**config.mk**
```make
export PLATFORM = sky130hd
export DESIGN_NAME = hex_display_ctrl
export DESIGN_NICKNAME = d
export VERILOG_FILES = /design/src/rtl/hex_display_ctrl.sv
export SDC_FILE = /design/constraint.sdc
export NUM_CORES = 1
export LEC_CHECK = 0
export BUFFER_PORTS_ARGS = -buffer_cell sky130_fd_sc_hd__buf_4
export CAP_MARGIN = 15
export CORE_UTILIZATION = 45
export DETAILED_ROUTE_END_ITERATION = 8
export PLACE_DENSITY = 0.66
export SLEW_MARGIN = 20
export SYNTH_ARGS = -nofsm -noshare
export SYNTH_HDL_FRONTEND = slang
export SYNTH_SLANG_ARGS = --single-unit
```
**constraint.sdc**
```tcl
create_clock -name clk -period 2.2 [get_ports clk]
set_clock_uncertainty 0.05 [all_clocks]
set_input_delay 0.22 -clock clk [delete_from_list [all_inputs] [get_ports clk]]
set_output_delay 0.22 -clock clk [all_outputs]
set_load 0.005 [all_outputs]
```
**src/rtl/hex_display_ctrl.sv**
```systemverilog
// Registered multi-digit 7-segment driver: holds a loaded hex value and decodes each nibble.
// Supports leading-zero blanking and per-digit blinking driven by an internal prescaler.
module hex_display_ctrl #(
   parameter int DIGITS     = 4,
   parameter int BLINK_DIV  = 25_000_000,
   parameter bit ACTIVE_LOW = 1'b1
) (
   input  logic                  clk,
   input  logic                  reset,
   input  logic                  load,
   input  logic [4*DIGITS-1:0]   value,
   input  logic                  lz_en,
   input  logic [DIGITS-1:0]     blink_mask,
   output logic [7*DIGITS-1:0]   hex
);

   localparam int               CNT_W     = (BLINK_DIV > 1) ? $clog2(BLINK_DIV) : 1;
   localparam logic [CNT_W-1:0] CNT_MAX   = CNT_W'(BLINK_DIV - 1);
   localparam logic [6:0]       SEG_BLANK = ACTIVE_LOW ? 7'b1111111 : 7'b0000000;

   logic [4*DIGITS-1:0] r_value;
   logic [CNT_W-1:0]    r_blink_cnt;
   logic                r_phase;
   logic [7*DIGITS-1:0] r_hex;

   logic [CNT_W-1:0]    w_cnt_next;
   logic                w_phase_next;
   logic [DIGITS-1:0]   w_lz_blank;
   logic                w_run_zero;
   logic [DIGITS-1:0]   w_blank;
   logic [7*DIGITS-1:0] w_hex_next;

   // Glyph table is written active-low (gfedcba) and inverted for active-high boards.
   function automatic logic [6:0] glyph(input logic [3:0] nib);
      logic [6:0] seg;
      seg = 7'b1111111;
      case (nib)
         4'h0: seg = 7'b1000000;
         4'h1: seg = 7'b1111001;
         4'h2: seg = 7'b0100100;
         4'h3: seg = 7'b0110000;
         4'h4: seg = 7'b0011001;
         4'h5: seg = 7'b0010010;
         4'h6: seg = 7'b0000010;
         4'h7: seg = 7'b1111000;
         4'h8: seg = 7'b0000000;
         4'h9: seg = 7'b0010000;
         4'hA: seg = 7'b0001000;
         4'hB: seg = 7'b0000011;
         4'hC: seg = 7'b1000110;
         4'hD: seg = 7'b0100001;
         4'hE: seg = 7'b0000110;
         4'hF: seg = 7'b0001110;
         default: seg = 7'b1111111;
      endcase
      return ACTIVE_LOW ? seg : ~seg;
   endfunction

   // Prescaler only runs while some digit blinks; otherwise it parks in the visible phase.
   always_comb begin
      w_cnt_next   = '0;
      w_phase_next = 1'b0;
      if (|blink_mask) begin
         if (r_blink_cnt == CNT_MAX) begin
            w_cnt_next   = '0;
            w_phase_next = ~r_phase;
         end else begin
            w_cnt_next   = r_blink_cnt + 1'b1;
            w_phase_next = r_phase;
         end
      end
   end

   // Walk down from the top digit; a digit is blanked while it and everything above it is zero.
   always_comb begin
      w_lz_blank = '0;
      w_run_zero = lz_en;
      for (int i = DIGITS - 1; i > 0; i--) begin
         w_run_zero    = w_run_zero & (r_value[4*i +: 4] == 4'd0);
         w_lz_blank[i] = w_run_zero;
      end
   end

   genvar gi;
   for (gi = 0; gi < DIGITS; gi++) begin : g_digit
      assign w_blank[gi]           = w_lz_blank[gi] | (blink_mask[gi] & r_phase);
      assign w_hex_next[7*gi +: 7] = w_blank[gi] ? SEG_BLANK : glyph(r_value[4*gi +: 4]);
   end

   always_ff @(posedge clk) begin
      if (reset) begin
         r_value     <= '0;
         r_blink_cnt <= '0;
         r_phase     <= 1'b0;
         r_hex       <= {DIGITS{SEG_BLANK}};
      end else begin
         if (load) begin
            r_value <= value;
         end
         r_blink_cnt <= w_cnt_next;
         r_phase     <= w_phase_next;
         r_hex       <= w_hex_next;
      end
   end

   assign hex = r_hex;

endmodule
```
==> metrics.cfg, run 1 <==
[clock_tree]
holdBufCountCts = 0
cts.sinks = 70
htreeDepth = 3
cts-root-buf = clkbuf_8
clk_latency_ns = 0.35
clockBufferDepth = 2
cts_made_buffers = 9
ctsResizeCount = 0
cts_tree = done
clk_pin_slew_ns = 0.08
post_cts_buffers = 0

[die]
fp-row-count = 31
die_height_um = 88.49
die_w_um = 88.49
start_util_pct = 46.40
die-area_sq_um = 7830
io-pin-count = 52
core_sq_um = 7253

[global_route]
grt_pass1_wl_um = 11210
grt_usage_pct = 18.73
grt_max_degree = 25
grt_pass1_vias = 2485
overflow = 0
grt_antenna_before_repair = 0

[setup_path]
worstSetupPathType = reg -> reg
worst_r2r_startpoint = r_blink_cnt[7]
endpoint_kind = flip-flop
worst_path_max_delay_cell = or4_1
r2r_end = r_blink_cnt[21]
cp.required_ns = 2.43
crit_path_start = r_blink_cnt[7]
rr_worst_depth = 4
crit_chain = nand4_1 -> or3_1 -> or4_1 -> a21oi_1
crit_end = r_blink_cnt[21]
reg2reg_slack_ns = 0.17
crit_arrival_ns = 2.26
crit_path_start_kind = flip-flop
worstPathMaxFanout = 9
slowest_delay_ns = 0.54

[sta]
worst-slew-pin-transition_ns = 0.5423
timing.final.hold_violations = 0
setup_viol = 0
layout_setup_ws_ns = 0.1691
final.period_utilization_pct = 92.31
max_freq_mhz = 492.4
slew_headroom_pct = 63.37
maxSlewViolCount = 0
fin_crit_ns = 2.031
rsz0062_at_grt = false
fin_tns_setup_ns = 0

[detailed_routing]
drt-initial-drc-count = 83
drtAntennaViolNets = 0
num_vias = 2790
vias_per_cell = 5.225
drt-total-wl_um = 6952
wl_per_cell_um = 13.02
dr.pass1.iters = 4
route.detailed.drc = 0

[synthesis]
ys_seq_area_share_pct = 41.64
synthTopCellsByArea = dfxtp_1, ha_1, mux2i_1
syn_avg_cell_area_sq_um = 8.951
synthCells = 376
async_flop_share_pct = 0
yosys.area.top_type = dfxtp_1
synth_top_area_share_pct = 41.64
syn-cell-area_sq_um = 3366
yosysMostFrequentCell = dfxtp_1
ys_ff_latch = 70
synthTopCellsByCount = dfxtp_1, nor2_1, nand2_1, ha_1
syn-num-nets = 423
synth_edf_count = 0
ys_dominant_reg_cell = dfxtp_1
yosysUniqueCellTypes = 44
yosysWarnings = 0

[layout]
layout.nets = 477
multiInputGateArea_sq_um = 1827
insertedDiodeCount = 0
regArea_sq_um = 1401
drive_gt1_share_pct = 18.62
fillCellCount = 655
area_delta_synth_final_pct = 21.71

[run]
maxCapViolations = 0

[outcome]
status = completed

[power_and_ir_drop]
leakage_nw = 1.587
ir_drop_mv = 0.3405
pwr_density_cell_nw_per_um2 = 708.7

[place]
dp.final_hpwl_um = 4939
pre_cts_ws_ns = 0.1164
gp_congestion = 0.8415
port_buffers = 51

[min_path]
hp-class = in -> reg
whs_path_depth = 3

## worst min-delay path by stage
stage	start	to	slack, ns
after floorplan	value[0]	r_value[0]	0.32
after CTS	value[10]	r_value[10]	0.05
after global placement	r_blink_cnt[0]	r_blink_cnt[0]	0.39
after global routing	value[11]	r_value[11]	0.07
after detailed placement	r_blink_cnt[0]	r_blink_cnt[0]	0.40
final	value[11]	r_value[11]	0.06
## layout by cell type, fill, tap and decap left out, types with 2 or more instances in the layout
cell / count
dfxtp_1: 70
buf_4: 60
nor2_1: 46
nand2_1: 31
ha_1: 23
inv_1: 19
mux2i_1: 19
o211ai_1: 17
o21ai_0: 16
a21oi_1: 12
o311ai_0: 12
xnor2_1: 12
clkbuf_8: 10
nand3_1: 9
or3_1: 9
nand2b_1: 8
nand4_1: 5
or4_1: 5
nor4_1: 5
nor2b_1: 4
o31ai_1: 3
nor3_1: 3
xor2_1: 3
nand3b_1: 2
and2_1: 2
a32oi_1: 2
a21boi_0: 2
a211oi_1: 2
a21o_1: 2
o21a_1: 2
clkinvlp_4: 2
clkinv_2: 2
bufinv_16: 2
## area by class of cell
type / instances / share of cell area [%]
repair buffers: 60 / 11.00
multi-input cells: 270 / 44.59
clock buffers: 10 / 3.360
inverters: 19 / 1.741
well taps: 99 / 3.024
flip-flops and latches: 70 / 34.21
clock inverters: 6 / 2.077
## report_power, final
group | internal, mW | switching [mW]
combinational | 0.187 | 0.164
clock | 0.665 | 0.491
sequential | 1.34 | 0.0529
## registers in the layout, summed over array words and instances, names as in the netlist
register and flops:
r_value 16, hex 28, r_phase 1, r_blink_cnt 25
## per-stage QoR
stage	hold WS (ns)	power, mW	instances	instance area (sq um)	utilization [%]
after detailed placement	0.3999	1.777	518	3867	53.32
after global placement	0.3923	1.769	518	3867	53.32
final	0.05594	2.903	534	4096	56.48
after CTS	0.04788	2.937	534	4090	56.39
after global routing	0.06862	3.040	534	4096	56.48
after floorplan	0.3174	1.601	376	3366	-
## critical path: cells and delay by family, from the launching register on
family	cells	cell delay [ns]
AOI/OAI and AO/OA	1	0.14
DFF	1	0.44
and+or+nand+nor	3	1.33
## routing by layer
layer  share of wire, %  vias to the layer above  wire [um]  GRT usage (%)
met5                  0                        -          0              0
met4                1.9                        0        133          8.504
met3                3.5                       14        242          3.825
met2                 46                       54       3183          30.84
met1                 49                     1279       3391          23.66
li1                   -                     1443          -              -
## kinds of logic after synthesis
kind of cell,share of synthesized area [%]
AO/OA/AOI/OAI,14.98
XOR/XNOR,3.903
adder cells (fa/ha/maj),8.550
buffers and inverters,4.275
flip-flops,41.64
multiplexers,5.985
AND/OR/NAND/NOR,20.67
Power figures use the tool's default switching activity.
==> run 2, diff against run 1 <==
--- a/config.mk
+++ b/config.mk
@@ -7,9 +7,11 @@
 export LEC_CHECK = 0
 export BUFFER_PORTS_ARGS = -buffer_cell sky130_fd_sc_hd__buf_4
 export CAP_MARGIN = 15
-export CORE_UTILIZATION = 45
+export CELL_PAD_IN_SITES_DETAIL_PLACEMENT = 0
+export CELL_PAD_IN_SITES_GLOBAL_PLACEMENT = 2
+export CORE_UTILIZATION = 34
 export DETAILED_ROUTE_END_ITERATION = 8
-export PLACE_DENSITY = 0.66
+export PLACE_DENSITY_LB_ADDON = 0.1
 export SLEW_MARGIN = 20
 export SYNTH_ARGS = -nofsm -noshare
 export SYNTH_HDL_FRONTEND = slang
==> metrics.cfg, run 2 (synthesized netlist as in run 1, its figures left out) <==
[outcome]
status = completed

[clock_tree]
clk_pin_slew_ns = 0.08
post_cts_buffers = 0
clk_latency_ns = 0.34
cts_tree = done
ctsResizeCount = 0
cts.sinks = 70
cts_made_buffers = 9
holdBufCountCts = 0
cts-root-buf = clkbuf_8
htreeDepth = 3
clockBufferDepth = 2

[sta]
final.period_utilization_pct = 90.16
slew_headroom_pct = 63.86
hold_ws_ns = 0.06199
fin_tns_setup_ns = 0
rsz0062_at_grt = false
timing.final.hold_violations = 0
setup_viol = 0
fin_crit_ns = 1.984
worst-slew-pin-transition_ns = 0.5421
max_freq_mhz = 504.2
maxSlewViolCount = 0

[layout]
drive_gt1_share_pct = 18.58
largest_reg_flops = 28
layout.nets = 478
layout_common_cells = dfxtp_1, buf_4, nor2_1
insertedDiodeCount = 0
area_delta_synth_final_pct = 22.86
layout_commonest_cell = dfxtp_1
final_area_sq_um = 4135

[setup_path]
worstPathMaxFanout = 9
crit_arrival_ns = 2.20
endpoint_kind = flip-flop
worstSetupPathType = reg -> reg
cp.required_ns = 2.42
crit_path_start_kind = flip-flop

[global_route]
grt_max_degree = 25
grt_pass1_wl_um = 12390
grt_pass1_vias = 2614
overflow = 0
grt_usage_pct = 15.56
grt_antenna_before_repair = 0

[power_and_ir_drop]
pwr_density_cell_nw_per_um2 = 704.6
total_power_mw = 2.914
ir_drop_mv = 0.2640
leakage_nw = 1.590

[die]
die_w_um = 101.5
die-area_sq_um = 10300
start_util_pct = 35.75
die_height_um = 101.5
fp-row-count = 35
io-pin-count = 52
core_sq_um = 9415

[detailed_routing]
num_vias = 2823
drt-initial-drc-count = 94
drtAntennaViolNets = 0
vias_per_cell = 4.996
route.detailed.drc = 0
dr.pass1.iters = 4
drt-total-wl_um = 7507
wl_per_cell_um = 13.29

[place]
dp.final_hpwl_um = 5483
port_buffers = 51
gp_congestion = 0.8044
placed_area_sq_um = 3913

[run]
maxCapViolations = 0

[min_path]
hp-class = in -> reg

-- run 2: changes by cell type in the layout (fill, tap and decap cells not counted), sizes merged --
cell | before | now
buf | 60 | 61
-- run 2: path summary, 6_finish.rpt --
kind / from / slack [ns] / to / depth (start not counted)
setup reg to reg: r_blink_cnt[7] / 0.22 / r_blink_cnt[24] / 4
hold reg to reg: r_blink_cnt[0] / 0.42 / r_blink_cnt[0] / 1
hold / removal: value[5] / 0.06 / r_value[5] / 3
setup / recovery: r_blink_cnt[7] / 0.22 / r_blink_cnt[24] / 4
-- run 2: area by class of cell --
class	count	area, sq um
fillers	953	5280
multi-input cells	270	1821
flip-flops and latches	70	1401
repair buffers	61	457.9
well taps	129	161.4
clock buffers	10	137.6
clock inverters	6	85.08
inverters	19	71.32
-- run 2: critical path, stage by stage (launching register included) --
cell and delay [ns]:
dfxtp_1 0.44, nand4_1 0.23, or4_1 0.68, or3_1 0.39, a21oi_1 0.13
-- run 2: stage by stage --
step                std cells  util, %  setup WS (ns)
floorplan                 376        -         0.3440
global placement          549    41.55         0.2675
detailed placement        549    41.55         0.2143
CTS                       565    43.92         0.2010
global route              565    43.92        0.05946
finish                    565    43.92         0.2165
-- run 2: report_power, final --
group | leakage [nW] | switching (mW) | internal (mW) | total, mW
Sequential | 0.577 | 0.0500 | 1.34 | 1.39
Combinational | 0.905 | 0.167 | 0.187 | 0.355
Clock | 0.108 | 0.501 | 0.665 | 1.17
-- run 2: per-layer routing --
layer	GRT usage (%)	vias up	wire length, um
met3	2.899	9	258
met1	19.43	1328	3621
met4	7.023	0	103
met2	26.06	48	3524
li1	-	1438	-
met5	0	-	0
==> run 3, diff against run 2 <==
--- a/config.mk
+++ b/config.mk
@@ -5,7 +5,7 @@
 export SDC_FILE = /design/constraint.sdc
 export NUM_CORES = 1
 export LEC_CHECK = 0
-export BUFFER_PORTS_ARGS = -buffer_cell sky130_fd_sc_hd__buf_4
+export BUFFER_PORTS_ARGS = -buffer_cell sky130_fd_sc_hd__buf_2
 export CAP_MARGIN = 15
 export CELL_PAD_IN_SITES_DETAIL_PLACEMENT = 0
 export CELL_PAD_IN_SITES_GLOBAL_PLACEMENT = 2
==> metrics.cfg, run 3 (synthesized netlist as in run 1, its figures left out) <==
[outcome]
status = completed

[min_path]
hp-start = value[12]
whs_endpoint = r_value[12]
hp-class = in -> reg
whs_path_depth = 3

[global_route]
grt_max_degree = 25
grt_antenna_before_repair = 0
grt_pass1_wl_um = 12280
overflow = 0
grt_pass1_vias = 2635
grt_usage_pct = 15.38

[detailed_routing]
drt-total-wl_um = 7348
drt-initial-drc-count = 80
route.detailed.drc = 0
vias_per_cell = 4.876
drtAntennaViolNets = 0
dr.pass1.iters = 4
wl_per_cell_um = 13.03
num_vias = 2750

[die]
die_w_um = 101.5
io-pin-count = 52
die_height_um = 101.5
start_util_pct = 35.75
die-area_sq_um = 10300
fp-row-count = 35
core_sq_um = 9415

[layout]
insertedDiodeCount = 0
layout_commonest_cell = dfxtp_1
largest_reg_flops = 28
layout_common_cells = dfxtp_1, buf_2, nor2_1
drive_gt1_share_pct = 18.62
final_core_util_pct = 42.39
regArea_sq_um = 1401
area_delta_synth_final_pct = 18.59
multiInputGateArea_sq_um = 1827
fillCellCount = 959
layout.nets = 477

[clock_tree]
cts.sinks = 70
clk_pin_slew_ns = 0.08
cts_tree = done
clk_latency_ns = 0.35
clockBufferDepth = 2
post_cts_buffers = 0
cts_made_buffers = 9
htreeDepth = 3
cts-root-buf = clkbuf_8

[sta]
fin_crit_ns = 2.084
max_freq_mhz = 479.8
slew_headroom_pct = 49.19
worst-slew-pin-transition_ns = 0.7524
timing.final.hold_violations = 0
setup_viol = 0
maxSlewViolCount = 0
rsz0062_at_grt = false
layout_setup_ws_ns = 0.1158
fin_tns_setup_ns = 0
final.period_utilization_pct = 94.73

[place]
port_buffers = 51
gp_congestion = 0.8029
dp.final_hpwl_um = 5392
pre_cts_ws_ns = 0.1602

[run]
maxCapViolations = 0

[setup_path]
crit_arrival_ns = 2.24
rr_worst_depth = 7
crit_chain = inv_1 -> ha_1 -> nor4bb_2 -> and3_1 -> a211oi_1 -> buf_4 -> o311ai_0
cp.required_ns = 2.36
worst_r2r_startpoint = r_value[12]
worst_path_max_delay_cell = dfxtp_1
worstSetupPathType = reg -> reg
worstPathMaxFanout = 7
reg2reg_slack_ns = 0.12
r2r_end = hex[20]
crit_path_start_kind = flip-flop
endpoint_kind = flip-flop
crit_path_start = r_value[12]
slowest_delay_ns = 0.46

[power_and_ir_drop]
leakage_nw = 1.530
pwr_density_cell_nw_per_um2 = 700.0
ir_drop_mv = 0.2678

==> run 3: report_power, final <==
part / switching (mW) / total, mW / internal, mW
clock: 0.502 / 1.09 / 0.586
sequential: 0.0486 / 1.39 / 1.34
combinational: 0.167 / 0.316 / 0.149
total: 0.717 / 2.79 / 2.08
==> run 3: repair_timing <==
item | CTS | global route
hold buffers | 0 | 0
endpoints found under the hold margin | 0 | 0
gates resized for setup | 0 | 1
endpoints found under the setup margin | 0 | 10
==> run 3: layout make-up <==
class / instances / share of cell area (%)
Timing Repair Buffer: 60 / 8.088
Clock inverter: 5 / 1.411
Clock buffer: 11 / 3.793
Tap cell: 129 / 4.044
Sequential cell: 70 / 35.11
Inverter: 19 / 1.787
Multi-Input combinational cell: 270 / 45.77
==> run 3: worst max path at each step <==
| stage | endpoint | slack, ns | cells past startpoint |
|---|---|---|---|
| finish | hex[20] | 0.12 | 7 |
| global route | hex[14] | 0.02 | 7 |
| CTS | hex[20] | 0.12 | 7 |
| detailed placement | hex[20] | 0.16 | 7 |
| global placement | hex[18] | 0.21 | 7 |
| floorplan | hex[14] | 0.34 | 6 |
==> run 3: routing by layer <==
layer / track usage (%) / share of wire (%) / up-vias
met5: 0 / 0 / -
met4: 5.574 / 1.1 / 0
met3: 4.279 / 3.5 / 7
met2: 25.95 / 47 / 53
met1: 18.72 / 48 / 1257
li1: - / - / 1433
==> run 3: per-stage QoR <==
step	hold WS, ns	instances	cell area (sq um)	total power [mW]
after floorplan	0.3174	376	3366	1.601
after global placement	0.3897	548	3777	1.742
after detailed placement	0.3960	548	3777	1.737
after CTS	0.03892	564	3985	2.840
after global routing	0.03806	564	3991	2.955
final	0.05305	564	3991	2.794
==> run 3: critical path: cells and delay by family (launching register included) <==
kind            cells  cell delay [ns]
fa+ha+maj           1             0.27
flops               1             0.46
simple gates        2             0.41
compound gates      2             0.41
buf+inv             2             0.34
